[src/rtl/vip_uart_rx_monitor.sv]
// UART receive monitor: 2-FF synchroniser, mid-bit sampling FSM and byte FIFO with valid/ready head.
// Define VIP_UART_RX_PARITY_EN to expect an even parity bit between the data bits and the stop bit.
module vip_uart_rx_monitor #(
  parameter int unsigned BaudDiv   = 16,
  parameter int unsigned FifoDepth = 8,
  parameter logic [7:0]  EolChar   = 8'h0A
) (
  input  logic                         clk_i,
  input  logic                         rst_i,
  input  logic                         uart_rx_i,
  output logic [7:0]                   byte_o,
  output logic                         byte_valid_o,
  input  logic                         byte_ready_i,
  output logic [$clog2(FifoDepth):0]   level_o,
  output logic                         frame_err_o,
  output logic                         parity_err_o,
  output logic                         overflow_o,
  output logic [15:0]                  eol_cnt_o
);

  localparam int unsigned CntW  = $clog2(BaudDiv);
  localparam int unsigned AddrW = $clog2(FifoDepth);
  localparam int unsigned LvlW  = AddrW + 1;
  localparam logic [CntW-1:0] HalfLoad = CntW'(BaudDiv / 2 - 1);
  localparam logic [CntW-1:0] FullLoad = CntW'(BaudDiv - 1);
  localparam logic [LvlW-1:0] FullLvl  = LvlW'(FifoDepth);

`ifdef VIP_UART_RX_PARITY_EN
  typedef enum logic [2:0] {
    S_IDLE, S_START, S_DATA, S_PARITY, S_STOP, S_WAIT_HIGH
  } state_e;
`else
  typedef enum logic [2:0] {
    S_IDLE, S_START, S_DATA, S_STOP, S_WAIT_HIGH
  } state_e;
`endif

  state_e            state_q, state_d;
  logic              sync1_q, sync1_d, sync2_q, sync2_d;
  logic              prev_q, prev_d;
  logic [1:0]        fill_q, fill_d;
  logic [CntW-1:0]   cnt_q, cnt_d;
  logic [2:0]        idx_q, idx_d;
  logic [7:0]        shift_q, shift_d;
  logic              push_q, push_d;
  logic              frame_err_q, frame_err_d;
  logic              overflow_q, overflow_d;
  logic [15:0]       eol_q, eol_d;
  logic [7:0]        mem_q [FifoDepth];
  logic [7:0]        mem_d [FifoDepth];
  logic [AddrW-1:0]  wr_ptr_q, wr_ptr_d, rd_ptr_q, rd_ptr_d;
  logic [LvlW-1:0]   count_q, count_d;
  logic              expire, pop, full, accept;
`ifdef VIP_UART_RX_PARITY_EN
  logic              par_bad_q, par_bad_d;
  logic              parity_err_q, parity_err_d;
`endif

  assign expire = (cnt_q == '0);
  assign pop    = (count_q != '0) && byte_ready_i;
  assign full   = (count_q == FullLvl);
  assign accept = push_q && (!full || pop);

  always_comb begin
    state_d     = state_q;
    sync1_d     = uart_rx_i;
    sync2_d     = sync1_q;
    // prev only follows the line once the synchroniser holds real samples, so a
    // line that is low at reset release never looks like a falling edge.
    fill_d      = (fill_q == 2'd2) ? fill_q : fill_q + 2'd1;
    prev_d      = (fill_q == 2'd2) ? sync2_q : 1'b0;
    cnt_d       = expire ? cnt_q : cnt_q - CntW'(1);
    idx_d       = idx_q;
    shift_d     = shift_q;
    push_d      = 1'b0;
    frame_err_d = 1'b0;
`ifdef VIP_UART_RX_PARITY_EN
    par_bad_d    = par_bad_q;
    parity_err_d = 1'b0;
`endif
    unique case (state_q)
      S_IDLE: begin
        if (prev_q && !sync2_q) begin
          state_d = S_START;
          cnt_d   = HalfLoad;
        end
      end
      S_START: begin
        if (expire) begin
          if (sync2_q) begin
            state_d = S_IDLE;
          end else begin
            state_d = S_DATA;
            cnt_d   = FullLoad;
            idx_d   = 3'd0;
`ifdef VIP_UART_RX_PARITY_EN
            par_bad_d = 1'b0;
`endif
          end
        end
      end
      S_DATA: begin
        if (expire) begin
          shift_d = {sync2_q, shift_q[7:1]};
          cnt_d   = FullLoad;
          idx_d   = idx_q + 3'd1;
          if (idx_q == 3'd7) begin
`ifdef VIP_UART_RX_PARITY_EN
            state_d = S_PARITY;
`else
            state_d = S_STOP;
`endif
          end
        end
      end
`ifdef VIP_UART_RX_PARITY_EN
      S_PARITY: begin
        if (expire) begin
          cnt_d        = FullLoad;
          par_bad_d    = (^shift_q) ^ sync2_q;
          parity_err_d = (^shift_q) ^ sync2_q;
          state_d      = S_STOP;
        end
      end
`endif
      S_STOP: begin
        if (expire) begin
          if (sync2_q) begin
`ifdef VIP_UART_RX_PARITY_EN
            push_d = !par_bad_q;
`else
            push_d = 1'b1;
`endif
            state_d = S_IDLE;
          end else begin
            frame_err_d = 1'b1;
            state_d     = S_WAIT_HIGH;
          end
        end
      end
      S_WAIT_HIGH: begin
        if (sync2_q) state_d = S_IDLE;
      end
      default: state_d = S_IDLE;
    endcase
  end

  // Byte FIFO; shift_q still holds the completed byte during the push cycle.
  always_comb begin
    mem_d      = mem_q;
    wr_ptr_d   = wr_ptr_q;
    rd_ptr_d   = rd_ptr_q;
    count_d    = count_q;
    overflow_d = overflow_q;
    eol_d      = eol_q;
    if (accept) begin
      mem_d[wr_ptr_q] = shift_q;
      wr_ptr_d        = wr_ptr_q + AddrW'(1);
      if (shift_q == EolChar) eol_d = eol_q + 16'd1;
    end else if (push_q) begin
      overflow_d = 1'b1;
    end
    if (pop) rd_ptr_d = rd_ptr_q + AddrW'(1);
    unique case ({accept, pop})
      2'b10:   count_d = count_q + LvlW'(1);
      2'b01:   count_d = count_q - LvlW'(1);
      default: count_d = count_q;
    endcase
  end

  always_ff @(posedge clk_i or posedge rst_i) begin
    if (rst_i) begin
      state_q     <= S_IDLE;
      sync1_q     <= 1'b1;
      sync2_q     <= 1'b1;
      prev_q      <= 1'b0;
      fill_q      <= 2'd0;
      cnt_q       <= '0;
      idx_q       <= 3'd0;
      shift_q     <= 8'h00;
      push_q      <= 1'b0;
      frame_err_q <= 1'b0;
      overflow_q  <= 1'b0;
      eol_q       <= 16'd0;
      mem_q       <= '{default: 8'h00};
      wr_ptr_q    <= '0;
      rd_ptr_q    <= '0;
      count_q     <= '0;
`ifdef VIP_UART_RX_PARITY_EN
      par_bad_q    <= 1'b0;
      parity_err_q <= 1'b0;
`endif
    end else begin
      state_q     <= state_d;
      sync1_q     <= sync1_d;
      sync2_q     <= sync2_d;
      prev_q      <= prev_d;
      fill_q      <= fill_d;
      cnt_q       <= cnt_d;
      idx_q       <= idx_d;
      shift_q     <= shift_d;
      push_q      <= push_d;
      frame_err_q <= frame_err_d;
      overflow_q  <= overflow_d;
      eol_q       <= eol_d;
      mem_q       <= mem_d;
      wr_ptr_q    <= wr_ptr_d;
      rd_ptr_q    <= rd_ptr_d;
      count_q     <= count_d;
`ifdef VIP_UART_RX_PARITY_EN
      par_bad_q    <= par_bad_d;
      parity_err_q <= parity_err_d;
`endif
    end
  end

  assign byte_o       = mem_q[rd_ptr_q];
  assign byte_valid_o = (count_q != '0);
  assign level_o      = count_q;
  assign frame_err_o  = frame_err_q;
  assign overflow_o   = overflow_q;
  assign eol_cnt_o    = eol_q;
`ifdef VIP_UART_RX_PARITY_EN
  assign parity_err_o = parity_err_q;
`else
  assign parity_err_o = 1'b0;
`endif

`ifndef SYNTHESIS
  always @(posedge clk_i) begin
    if (!rst_i) begin
      assert (BaudDiv >= 4) else $error("BaudDiv must be at least 4");
      assert ((FifoDepth & (FifoDepth - 1)) == 0) else $error("FifoDepth must be a power of two");
    end
  end

  assert property (@(posedge clk_i) disable iff (rst_i)
                   (byte_valid_o && !byte_ready_i) |=> $stable(byte_o))
    else $error("byte_o changed while stalled");
`endif

endmodule
[config.mk]
export PLATFORM = sky130hd
export DESIGN_NAME = vip_uart_rx_monitor
export DESIGN_NICKNAME = d
export VERILOG_FILES = /design/src/rtl/vip_uart_rx_monitor.sv
export SDC_FILE = /design/constraint.sdc
export NUM_CORES = 1
export LEC_CHECK = 0
export ABC_CLOCK_PERIOD_IN_PS = 3000
export BUFFER_PORTS_ARGS = -buffer_cell sky130_fd_sc_hd__buf_4
export CORE_MARGIN = 1
export CORE_UTILIZATION = 55
export CTS_BUF_LIST = sky130_fd_sc_hd__clkbuf_16
export DETAILED_ROUTE_END_ITERATION = 10
export PLACE_DENSITY = 0.88
export SLEW_MARGIN = 25
export SYNTH_ARGS = -nofsm -noshare
export SYNTH_HDL_FRONTEND = slang
export SYNTH_SLANG_ARGS = --single-unit
[constraint.sdc]
create_clock -name clk_i -period 3 [get_ports clk_i]
set_input_delay 0.15 -clock clk_i [delete_from_list [all_inputs] [get_ports clk_i]]
set_output_delay 0.15 -clock clk_i [all_outputs]
set_load 0.05 [all_outputs]
==> flow_metrics.py <==
metrics = {
    "floorplan": {
        "num_rows": 36,
        "effective_utilization_at_floorplan_pct": 56.75,
        "area_of_the_core_sq_mm": 0.009819,
        "boundary_pin_count": 36,
        "die_w_microns": 102.7,
        "design.die.area_sq_mm": 0.01054,
        "die-height_microns": 102.7,
    },
    "pwr": {
        "power.static_leakage_nw": 3.283,
        "power_density_mw_per_mm2": 775.3,
        "vdd.ir_drop.worst_mv": 0.5097,
    },
    "critical_path": {
        "timing_worst_setup_path_type": "register to register",
        "startpoint_type": "register",
        "critical_path_data_arrival_time_ns": 2.89,
        "cp.required_ns": 3.33,
        "crit_start": "level_o[3]",
        "reg2reg_from": "level_o[3]",
        "timing.critical_path.fanout_max": 6,
        "critPathCaptureType": "register",
        "regToRegSetupSlack_ns": 0.44,
    },
    "timing": {
        "max_clock_freq_mhz": 390.3,
        "minimum_clock_period_after_layout_ns": 2.562,
        "rsz0062_at_grt": "no",
        "finalClockSkew_ns": 0.007008,
        "setup_violations": 0,
        "timing.final.hold_violations": 0,
        "tightest_slew_ns": 0.7892,
        "finalCritPeriodShare_pct": 85.41,
        "totalNegativeSetupSlack_ns": 0,
        "finalWorstSetupSlack_ns": 0.4378,
        "timing.max_slew.rel_slack_pct": 47.28,
        "max_slew_violations": 0,
    },
    "synthesis": {
        "syn-num-nets": 424,
        "synth_edf_count": 0,
        "yosysUniqueCellTypes": 61,
        "largest_cells_by_area_after_synthesis": "sky130_fd_sc_hd__dfrtp_1, sky130_fd_sc_hd__mux2_2, sky130_fd_sc_hd__mux4_2",
        "synthMostInstantiatedCell": "sky130_fd_sc_hd__dfrtp_1",
        "syn-mean-instance-area_sq_um": 13.63,
        "post_synth_instance_area_sq_mm": 0.005573,
        "postSynthRegisterBits": 116,
        "yosys_top_cell_area_share_pct": 51.19,
        "synth.largest_area_cell": "sky130_fd_sc_hd__dfrtp_1",
        "yosysWarningCount": 0,
        "yosysSeqAreaShare_pct": 52.13,
        "ys_top_cells_by_count": "sky130_fd_sc_hd__dfrtp_1, sky130_fd_sc_hd__mux2_2, sky130_fd_sc_hd__nand2_1, sky130_fd_sc_hd__mux4_2, sky130_fd_sc_hd__inv_1",
        "synth_top_flop_cell": "sky130_fd_sc_hd__dfrtp_1",
        "ys_async_sr_fraction_pct": 100.0,
        "synthCells": 409,
    },
    "cells_and_area": {
        "number_of_filler_cells_placed_in_the_layout": 655,
        "area_growth_pct": 17.74,
        "design.final.nets": 459,
        "insertedDiodeCount": 0,
        "drive_gt1_share_pct": 40.13,
    },
    "detailed_routing": {
        "postRouteWirelength_microns": 11940,
        "avgRoutedWirePerCell_microns": 20.27,
        "detail_route.drc_violations": 0,
        "vias_per_cell": 6.059,
        "first_iter_violations": 245,
        "antenna_violating_nets_post_route": 0,
        "drt-pass1-iter-count": 5,
        "via_count": 3569,
    },
    "global_routing": {
        "grt_pass1_vias": 3553,
        "maximum_number_of_pins_on_one_net_before_global_route_repair": 51,
        "grt.total_usage_pct": 25.01,
        "grt_first_pass_wirelength_microns": 19060,
        "antenna_found_initial": 0,
        "global_route.overflow_total": 0,
    },
    "place": {
        "hpwl_microns": 7098,
        "gp_congestion": 0.8039,
        "setup_slack_at_placement_ns": 0.4472,
        "port_buffers": 34,
    },
    "clock_tree": {
        "cts.htree.levels": 4,
        "worstSkewPairLatency_ns": 0.41,
        "clk_path_buf_depth": 2,
        "cts_tree": "done",
        "cts_num_sinks": 116,
        "cts_root_buf": "sky130_fd_sc_hd__clkbuf_16",
        "clk_transition_reported_paths_ns": 0.05,
        "cts_setup_buffers": 0,
        "cts_inserted_buffers": 17,
    },
    "hold_path": {
        "worst_hold_path_type": "input pin to register",
        "min-delay-start": "byte_ready_i",
    },
    "status": {
        "run_status": "completed",
    },
    "job": {
        "max_cap_viols": 0,
    },
}
through the flow:
stage               utilization [%]  total power [mW]  std cells  area (sq um)  hold slack (ns)
detailed placement            60.32             2.966        556          5923           0.2648
floorplan                         -             2.723        409          5577           0.1545
CTS                           66.82             5.109        589          6561          0.06147
global placement              60.32             2.908        556          5923           0.2616
global route                  66.82             5.286        589          6561           0.1043
finish                        66.82             5.087        589          6561          0.06882
report_power, final:
| group | total (mW) | switching, mW | internal (mW) |
|---|---|---|---|
| registers | 1.95 | 0.261 | 1.69 |
| clock network | 2.13 | 0.683 | 1.45 |
| logic | 1.01 | 0.559 | 0.448 |
| total | 5.09 | 1.50 | 3.58 |
layout by cell type, fill, tap and decap left out, types with 6 or more instances in the layout:
| master | Yosys | layout |
|---|---|---|
| sky130_fd_sc_hd__mux4_2 | 16 | 16 |
| sky130_fd_sc_hd__nand3_1 | 12 | 12 |
| sky130_fd_sc_hd__buf_4 | 1 | 38 |
| sky130_fd_sc_hd__xnor2_1 | 10 | 10 |
| sky130_fd_sc_hd__ha_1 | 10 | 10 |
| sky130_fd_sc_hd__nand2_1 | 23 | 23 |
| sky130_fd_sc_hd__xor2_1 | 12 | 12 |
| sky130_fd_sc_hd__inv_1 | 15 | 15 |
| sky130_fd_sc_hd__dfrtp_1 | 114 | 114 |
| sky130_fd_sc_hd__mux2_2 | 79 | 79 |
| sky130_fd_sc_hd__nor2_1 | 13 | 13 |
| sky130_fd_sc_hd__nor4_1 | 6 | 6 |
| sky130_fd_sc_hd__clkbuf_16 | 0 | 17 |
| sky130_fd_sc_hd__nor3_1 | 8 | 8 |
layout make-up:
class / count / area (sq um) / area share (%)
clock buffer: 17 / 425.4 / 6.484
clock inverter: 14 / 192.7 / 2.937
inverter: 16 / 63.81 / 0.9725
multi-input combinational: 252 / 2482 / 37.83
sequential: 116 / 2905 / 44.28
tap: 133 / 166.4 / 2.536
timing repair buffer: 41 / 325.3 / 4.958
sequential cells by signal (all words and copies together) (netlist names):
signal and flops:
level_o 4, mem_q 64, eol_cnt_o 16, sync2_q 1
wr_ptr_q 3, rd_ptr_q 3, shift_q 8, fill_q 2
push_q 1, idx_q 3, prev_q 1, frame_err_o 1
sync1_q 1, overflow_o 1, cnt_q 4, state_q 3
worst paths after layout:
kind,end,cells past startpoint
worst min register to register,sync2_q,0
worst max-delay path,level_o[3],8
min in group asynchronous,fill_q[0],3
worst min-delay path,rd_ptr_q[0],3
worst max register to register,level_o[3],8
max in group asynchronous,level_o[0],4
per-layer routing:
layer	share of wire, %	up-vias	wire [microns]	global-route usage [%]
met4	2.6	0	306	11.65
li1	-	1556	-	-
met1	42	1858	5069	32.55
met5	0	-	0	0
met2	50	128	6013	40.05
met3	4.6	27	548	5.763
critical path: stages (launching register included):
cell and delay (ns):
sky130_fd_sc_hd__dfrtp_1 0.45, sky130_fd_sc_hd__o41ai_2 0.59, sky130_fd_sc_hd__or2_1 0.28, sky130_fd_sc_hd__inv_1 0.09, sky130_fd_sc_hd__ha_1 0.28, sky130_fd_sc_hd__a21o_1 0.18, sky130_fd_sc_hd__a21o_1 0.19, sky130_fd_sc_hd__mux2_2 0.28
sky130_fd_sc_hd__o22ai_1 0.14
cell families (layout without fill, tap and decap cells):
kind of cell | Yosys count | in the layout | share of synthesized area (%)
AO/OA/AOI/OAI | 24 | 24 | 3.435
flip-flops | 116 | 116 | 52.13
AND/OR/NAND/NOR | 94 | 94 | 11.52
buffers and inverters | 41 | 88 | 3.323
other | 1 | 1 | 0.06729
XOR/XNOR | 22 | 22 | 3.457
multiplexers | 100 | 100 | 23.46
adder cells (fa/ha/maj) | 11 | 11 | 2.604
what timing repair did:
| action | in CTS | in global routing |
|---|---|---|
| hold buffers | 2 | 0 |
| endpoints found under the hold margin | 32 | 0 |
| endpoints found under the setup margin | 0 | 0 |
| resized for setup | 0 | 0 |
Power figures use the tool's default switching activity.
